==> src/rtl/car_motion_ctrl_pkg.sv <==
// Shared types and helpers for the car motion controller: FSM encoding,
// displacement width and the clamp limits that keep the car box on screen.
package car_motion_ctrl_pkg;

    typedef enum logic [1:0] {
        IDLE      = 2'd0,
        UPDATE    = 2'd1,
        ISSUE     = 2'd2,
        WAIT_DONE = 2'd3
    } motion_state_t;

    localparam int DISP_W = 12;

    // Limit of the box offset from screen centre along one axis; the max is
    // written asymmetrically so odd box/screen sizes still fit exactly.
    function automatic int clamp_limit(input int full, input int box, input bit upper);
        if (upper) begin
            return full - box - (full / 2 - box / 2);
        end
        return box / 2 - full / 2;
    endfunction

endpackage

==> src/rtl/car_motion_ctrl_btn_conditioner.sv <==
// One raw button: 2-FF synchroniser followed by a run-length debounce.
// The accepted level follows the synced level after DEB_CYCLES disagreeing cycles.
module btn_conditioner #(
    parameter int DEB_CYCLES = 250000
) (
    input  logic clk,
    input  logic rst,
    input  logic raw,
    output logic level
);

    logic sync1;
    logic sync2;

    always_ff @(posedge clk) begin
        if (rst) begin
            sync1 <= 1'b0;
            sync2 <= 1'b0;
        end else begin
            sync1 <= raw;
            sync2 <= sync1;
        end
    end

    generate
        if (DEB_CYCLES == 0) begin : g_bypass
            assign level = sync2;
        end else begin : g_debounce
            localparam int CNT_W = (DEB_CYCLES > 1) ? $clog2(DEB_CYCLES) : 1;
            localparam logic [CNT_W-1:0] CNT_LAST = CNT_W'(DEB_CYCLES - 1);

            logic [CNT_W-1:0] cnt;
            logic             level_q;

            // cnt measures how long sync2 has disagreed with the accepted level;
            // any bounce back to the accepted level restarts the run.
            always_ff @(posedge clk) begin
                if (rst) begin
                    cnt     <= '0;
                    level_q <= 1'b0;
                end else if (sync2 == level_q) begin
                    cnt <= '0;
                end else if (cnt == CNT_LAST) begin
                    level_q <= sync2;
                    cnt     <= '0;
                end else begin
                    cnt <= cnt + 1'b1;
                end
            end

            assign level = level_q;
        end
    endgenerate

endmodule

==> src/rtl/car_motion_ctrl.sv <==
// Per-frame car displacement update with on-screen clamping and renderer
// start/busy/done sequencing; FSM state and pending flag are exported for debug.
module car_motion_ctrl
    import car_motion_ctrl_pkg::*;
#(
    parameter int W              = 320,
    parameter int H              = 240,
    parameter int WB             = 88,
    parameter int HB             = 44,
    parameter int STEP           = 2,
    parameter int DEB_CYCLES     = 250000,
    parameter int TIMEOUT_CYCLES = 262144,
    parameter int DROP_W         = 8
) (
    input  logic                     clk,
    input  logic                     rst,
    input  logic                     frame_tick,
    input  logic                     btn_left,
    input  logic                     btn_right,
    input  logic                     btn_up,
    input  logic                     btn_down,
    input  logic                     btn_center,
    input  logic                     r_busy,
    input  logic                     r_done,
    output logic                     start,
    output logic signed [DISP_W-1:0] dx,
    output logic signed [DISP_W-1:0] dy,
    output logic [DROP_W-1:0]        drop_cnt,
    output logic                     timeout_err,
    output motion_state_t            dbg_state,
    output logic                     dbg_pending
);

    localparam logic signed [DISP_W:0] DX_MIN = (DISP_W+1)'(clamp_limit(W, WB, 1'b0));
    localparam logic signed [DISP_W:0] DX_MAX = (DISP_W+1)'(clamp_limit(W, WB, 1'b1));
    localparam logic signed [DISP_W:0] DY_MIN = (DISP_W+1)'(clamp_limit(H, HB, 1'b0));
    localparam logic signed [DISP_W:0] DY_MAX = (DISP_W+1)'(clamp_limit(H, HB, 1'b1));
    localparam logic signed [DISP_W:0] STEP_X = (DISP_W+1)'(STEP);
    localparam int WD_LAST_I = (TIMEOUT_CYCLES > 0) ? TIMEOUT_CYCLES - 1 : 0;
    localparam int WD_W      = (WD_LAST_I > 0) ? $clog2(WD_LAST_I + 1) : 1;
    localparam logic [WD_W-1:0] WD_LAST = WD_W'(WD_LAST_I);

    // Button index order: left, right, up, down, center.
    logic [4:0] btn_raw;
    logic [4:0] btn_lvl;
    assign btn_raw = {btn_center, btn_down, btn_up, btn_right, btn_left};

    for (genvar i = 0; i < 5; i++) begin : g_btn
        btn_conditioner #(.DEB_CYCLES(DEB_CYCLES)) u_btn (
            .clk   (clk),
            .rst   (rst),
            .raw   (btn_raw[i]),
            .level (btn_lvl[i])
        );
    end

    motion_state_t             state_q, state_d;
    logic                      pending_q, pending_d;
    logic signed [DISP_W-1:0]  dx_q, dx_d, dy_q, dy_d;
    logic [DROP_W-1:0]         drop_q, drop_d;
    logic                      tmo_q, tmo_d;
    logic [WD_W-1:0]           wd_q, wd_d;
    logic signed [DISP_W:0]    dx_nx, dy_nx;

    function automatic logic signed [DISP_W:0] clamp(input logic signed [DISP_W:0] v,
                                                     input logic signed [DISP_W:0] lo,
                                                     input logic signed [DISP_W:0] hi);
        if (v < lo) return lo;
        if (v > hi) return hi;
        return v;
    endfunction

    // Handshake: start is a one-cycle request, only issued from ISSUE while
    // r_busy is low; the request completes on the r_done pulse (or watchdog).
    always_comb begin
        state_d   = state_q;
        pending_d = pending_q;
        dx_d      = dx_q;
        dy_d      = dy_q;
        drop_d    = drop_q;
        tmo_d     = tmo_q;
        wd_d      = '0;
        start     = 1'b0;

        dx_nx = {dx_q[DISP_W-1], dx_q};
        dy_nx = {dy_q[DISP_W-1], dy_q};
        if (btn_lvl[4]) begin
            dx_nx = '0;
            dy_nx = '0;
        end else begin
            if (btn_lvl[0] && !btn_lvl[1]) dx_nx = dx_nx - STEP_X;
            if (btn_lvl[1] && !btn_lvl[0]) dx_nx = dx_nx + STEP_X;
            if (btn_lvl[2] && !btn_lvl[3]) dy_nx = dy_nx - STEP_X;
            if (btn_lvl[3] && !btn_lvl[2]) dy_nx = dy_nx + STEP_X;
        end
        dx_nx = clamp(dx_nx, DX_MIN, DX_MAX);
        dy_nx = clamp(dy_nx, DY_MIN, DY_MAX);

        case (state_q)
            IDLE: begin
                if (frame_tick || pending_q) begin
                    state_d   = UPDATE;
                    pending_d = 1'b0;
                end
            end
            UPDATE: begin
                dx_d    = dx_nx[DISP_W-1:0];
                dy_d    = dy_nx[DISP_W-1:0];
                state_d = ISSUE;
            end
            ISSUE: begin
                if (!r_busy) begin
                    start   = 1'b1;
                    state_d = WAIT_DONE;
                end
            end
            WAIT_DONE: begin
                if (r_done) begin
                    state_d = IDLE;
                end else if (TIMEOUT_CYCLES > 0 && wd_q == WD_LAST) begin
                    tmo_d   = 1'b1;
                    state_d = IDLE;
                end else begin
                    wd_d = wd_q + 1'b1;
                end
            end
            default: state_d = IDLE;
        endcase

        // A tick in IDLE is consumed by the transition; elsewhere it is queued once.
        if (frame_tick && state_q != IDLE) begin
            if (!pending_q) begin
                pending_d = 1'b1;
            end else if (drop_q != '1) begin
                drop_d = drop_q + 1'b1;
            end
        end
    end

    always_ff @(posedge clk) begin
        if (rst) begin
            state_q   <= IDLE;
            pending_q <= 1'b0;
            dx_q      <= '0;
            dy_q      <= '0;
            drop_q    <= '0;
            tmo_q     <= 1'b0;
            wd_q      <= '0;
        end else begin
            state_q   <= state_d;
            pending_q <= pending_d;
            dx_q      <= dx_d;
            dy_q      <= dy_d;
            drop_q    <= drop_d;
            tmo_q     <= tmo_d;
            wd_q      <= wd_d;
        end
    end

    assign dx          = dx_q;
    assign dy          = dy_q;
    assign drop_cnt    = drop_q;
    assign timeout_err = tmo_q;
    assign dbg_state   = state_q;
    assign dbg_pending = pending_q;

endmodule

==> config.mk <==
export PLATFORM = sky130hd
export DESIGN_NAME = car_motion_ctrl
export DESIGN_NICKNAME = d
export VERILOG_FILES = /design/src/rtl/car_motion_ctrl_pkg.sv /design/src/rtl/car_motion_ctrl_btn_conditioner.sv /design/src/rtl/car_motion_ctrl.sv
export SDC_FILE = /design/constraint.sdc
export NUM_CORES = 1
export LEC_CHECK = 0
export CAP_MARGIN = 40
export CELL_PAD_IN_SITES_DETAIL_PLACEMENT = 0
export CELL_PAD_IN_SITES_GLOBAL_PLACEMENT = 1
export CORE_UTILIZATION = 35
export DETAILED_ROUTE_END_ITERATION = 12
export GPL_TIMING_DRIVEN = 0
export PLACE_DENSITY = 0.74
export SETUP_SLACK_MARGIN = 0.15
export SYNTH_ARGS = -nofsm -noshare
export SYNTH_HDL_FRONTEND = slang
export SYNTH_HIERARCHICAL = 1
export SYNTH_SLANG_ARGS = --single-unit
==> constraint.sdc <==
create_clock -name clk -period 3.1 [get_ports clk]
set_clock_uncertainty 0.05 [all_clocks]
set_input_delay 0.465 -clock clk [delete_from_list [all_inputs] [get_ports clk]]
set_output_delay 0.465 -clock clk [all_outputs]
set_load 0.01 [all_outputs]
==> impl_metrics.csv <==
group,metric,value,unit
global_route,grt_pass1_wl,32400,um
place,io_buffer_count,46,
clock_network,numCtsBuffers,17,
floorplanning,core_area,23400,um^2
floorplanning,start_util,0.355,
layout,fin_area,10400,um^2
layout,final_util,0.443,
clock_network,htree_num_levels,4,
timing,worst_slew_pin_slew,829,ps
run_status,status,"finished clean",
synthesis,syn_area,8320,um^2
setup_path,critPathCaptureType,"register",
timing,slew_violations,0,
detailed_routing,antenna_left,0,
timing,final_hold_viol_count,0,
global_route,grt_use_total,0.163,
global_route,grt_pass1_vias,6724,
layout,antenna_cells,0,
floorplanning,die_x,156,um
synthesis,yosysTopAreaCellShare,0.383,
layout,drive_gt1_frac,0.165,
power,peakVddDrop,350,uV
power,powerDensity,659,nW/um^2
synthesis,ys_async_sr_fraction,0,
clock_network,clkTransAtPathRegs,60,ps
global_route,antenna_found_initial,0,
timing,fin_crit,3020,ps
floorplanning,pin_count,47,
timing,tns,0,ps
timing,setup_violations,0,
setup_path,start_kind,"register",
synthesis,netlist_instances,982,
synthesis,avgSynthCellArea,8.47,um^2
layout,fillerInstances,2322,
synthesis,synth.largest_area_cell,"dfxtp_1",
synthesis,yosys_warnings,6,
place,gp_congestion,0.803,
place,dp_hpwl,13200,um
detailed_routing,drc_errors,0,
timing,maxSlewHeadroom,0.446,
layout,syn2layout_area_growth,24.7,%
setup_path,cp_max_fo,4,
min_path,hold_path_class,"reg -> reg",
synthesis,synthTopCellsByCount,"159 x dfxtp_1, 133 x nor2_1, 81 x xnor2_1",
synthesis,synth.most_common_cell,"dfxtp_1",
synthesis,ys_types,82,
clock_network,clock-sinks,159,
global_route,gr-total-overflow,0,
layout,final_net_count,1100,
job,cap_violations,0,
power,leakage,3.24,nW
setup_path,worstSetupPathType,"reg -> reg",
floorplanning,rows,56,
setup_path,cp.required,3390,ps
clock_network,clk_latency,420,ps
detailed_routing,wl_per_cell,13.5,um
synthesis,yosysSeqAreaShare,0.383,
timing,fmax,331,MHz
synthesis,ys_ff_latch,159,
detailed_routing,drtPass1Iterations,5,
clock_network,cts_tree,"done",
synthesis,synth-main-ff-cell,"dfxtp_1",
timing,fin_crit_sh,0.975,
synthesis,synth_edf_count,0,
detailed_routing,drt_iter0_markers,330,
timing,rsz0062_at_grt,"yes",
global_route,grt_start_max_net_pins,18,
place,place_area,9220,um^2
floorplanning,design.die.area,24400,um^2
detailed_routing,vias,7177,
floorplanning,fp.dieH,156,um
detailed_routing,viasPerCell,5.10,
setup_path,arrival,3320,ps
clock_network,clockRootBuffer,"clkbuf_16",
detailed_routing,wl,19000,um
synthesis,syn-num-nets,1007,
synthesis,synth_area_leaders,"dfxtp_1 38%, xnor2_1 8.5%, nor2_1 6.0%",
clock_network,clock_path_buffers,2,
[metal layers]
layer	vias to the layer above	track usage	routed length [um]
met4	0	0.0560	241
met1	3375	0.218	9350
li1	3682	-	-
met3	20	0.0325	612
met2	100	0.260	8760
met5	-	0	0
[final timing paths]
check                                        from                         endpoint  depth (start not counted)  slack, ps
setup / recovery               dx[4]$_SDFFE_PP0N_               dx[6]$_SDFFE_PP0N_                         12         80
hold / removal    g_btn[3].u_btn/sync1$_SDFF_PP0_  g_btn[3].u_btn/sync2$_SDFF_PP0_                          1        390
setup reg to reg               dx[4]$_SDFFE_PP0N_               dx[6]$_SDFFE_PP0N_                         12         80
hold reg to reg   g_btn[3].u_btn/sync1$_SDFF_PP0_  g_btn[3].u_btn/sync2$_SDFF_PP0_                          1        390
[sequential cells by signal, indices dropped and copies added, names as in the netlist]
register and flops:
g_btn.u_btn/sync1 5, timeout_err 1, dbg_state 2, dy 12
wd_q 18, dx 12, g_btn.u_btn/level 5, drop_cnt 8
g_btn.u_btn/g_debounce.cnt 90, dbg_pending 1, g_btn.u_btn/sync2 5
[cells in the final DEF, fill, tap and decap left out, types with 5 or more instances in the layout]
master	n
buf_4	25
or3_2	10
o21a_1	12
clkbuf_16	17
inv_1	31
or4_1	6
nor4b_1	10
xor2_1	28
clkdlybuf4s50_1	46
or3_1	16
nand3_2	5
o21ai_2	6
o21ai_0	25
o21ai_1	7
and2_1	6
nand3_1	44
mux2i_1	8
o31ai_1	13
nor2b_1	19
nor4bb_1	5
dfxtp_4	6
a21oi_1	45
nand2_1	72
nand4_1	19
clkbuf_1	15
xnor2_1	80
or4_4	5
buf_6	5
ha_1	11
or4_2	5
dfxtp_1	149
nor3_1	24
nor4_1	23
and3_1	16
nor2_1	132
[power breakdown]
group	switching (mW)	total [mW]	internal (mW)
logic	1.19	2.27	1.08
clock network	0.890	2.17	1.28
registers	0.202	2.40	2.19
[through the flow]
stage,cells,power [mW],hold slack (ps),worst slack (ps)
floorplan,982,3.59,364,157
global placement,1347,4.20,371,-392
detailed placement,1348,4.21,375,-224
CTS,1397,6.63,390,154
global route,1407,7.23,411,-98.9
finish,1407,6.84,386,77.3
[worst max-delay path, cell delays in order (launching register included)]
cell and delay, ps:
dfxtp_2 330, buf_6 110, nor4b_4 290, buf_4 180, nand3_4 90, or3_4 390, a2111oi_4 350, xor2_1 140
o211ai_1 260, buf_4 200, nor2_1 30, or4_1 390, o22ai_1 130
[kinds of logic (layout without fill, tap and decap cells)]
logic type               Yosys count  count (layout)  share of synthesized area
XOR/XNOR                         111             111                      0.118
AND/OR/NAND/NOR                  463             463                      0.301
AO/OA/AOI/OAI                    159             159                      0.131
adder cells (fa/ha/maj)           15              15                     0.0226
buffers and inverters             63             169                     0.0302
multiplexers                      12              12                     0.0149
flip-flops                       159             159                      0.383
[area by class of cell]
class | count | area [um^2] | area share
multi-input cells | 760 | 5150 | 0.497
clock buffers | 18 | 429 | 0.0414
clock inverters | 14 | 184 | 0.0177
inverters | 35 | 133 | 0.0128
flip-flops and latches | 159 | 3210 | 0.310
repair buffers | 75 | 722 | 0.0696
well taps | 319 | 399 | 0.0385
plain buffers | 27 | 141 | 0.0136
[what timing repair did]
action                     4_1_cts  5_1_grt
buffers inserted                17       11
pin swaps                       17       24
hold endpoints to repair         0        0
setup endpoints to repair       19       29
cloned                           0        0
hold buffers                     0        0
gates resized for setup         44       49
(Power assumes the default switching activity.)
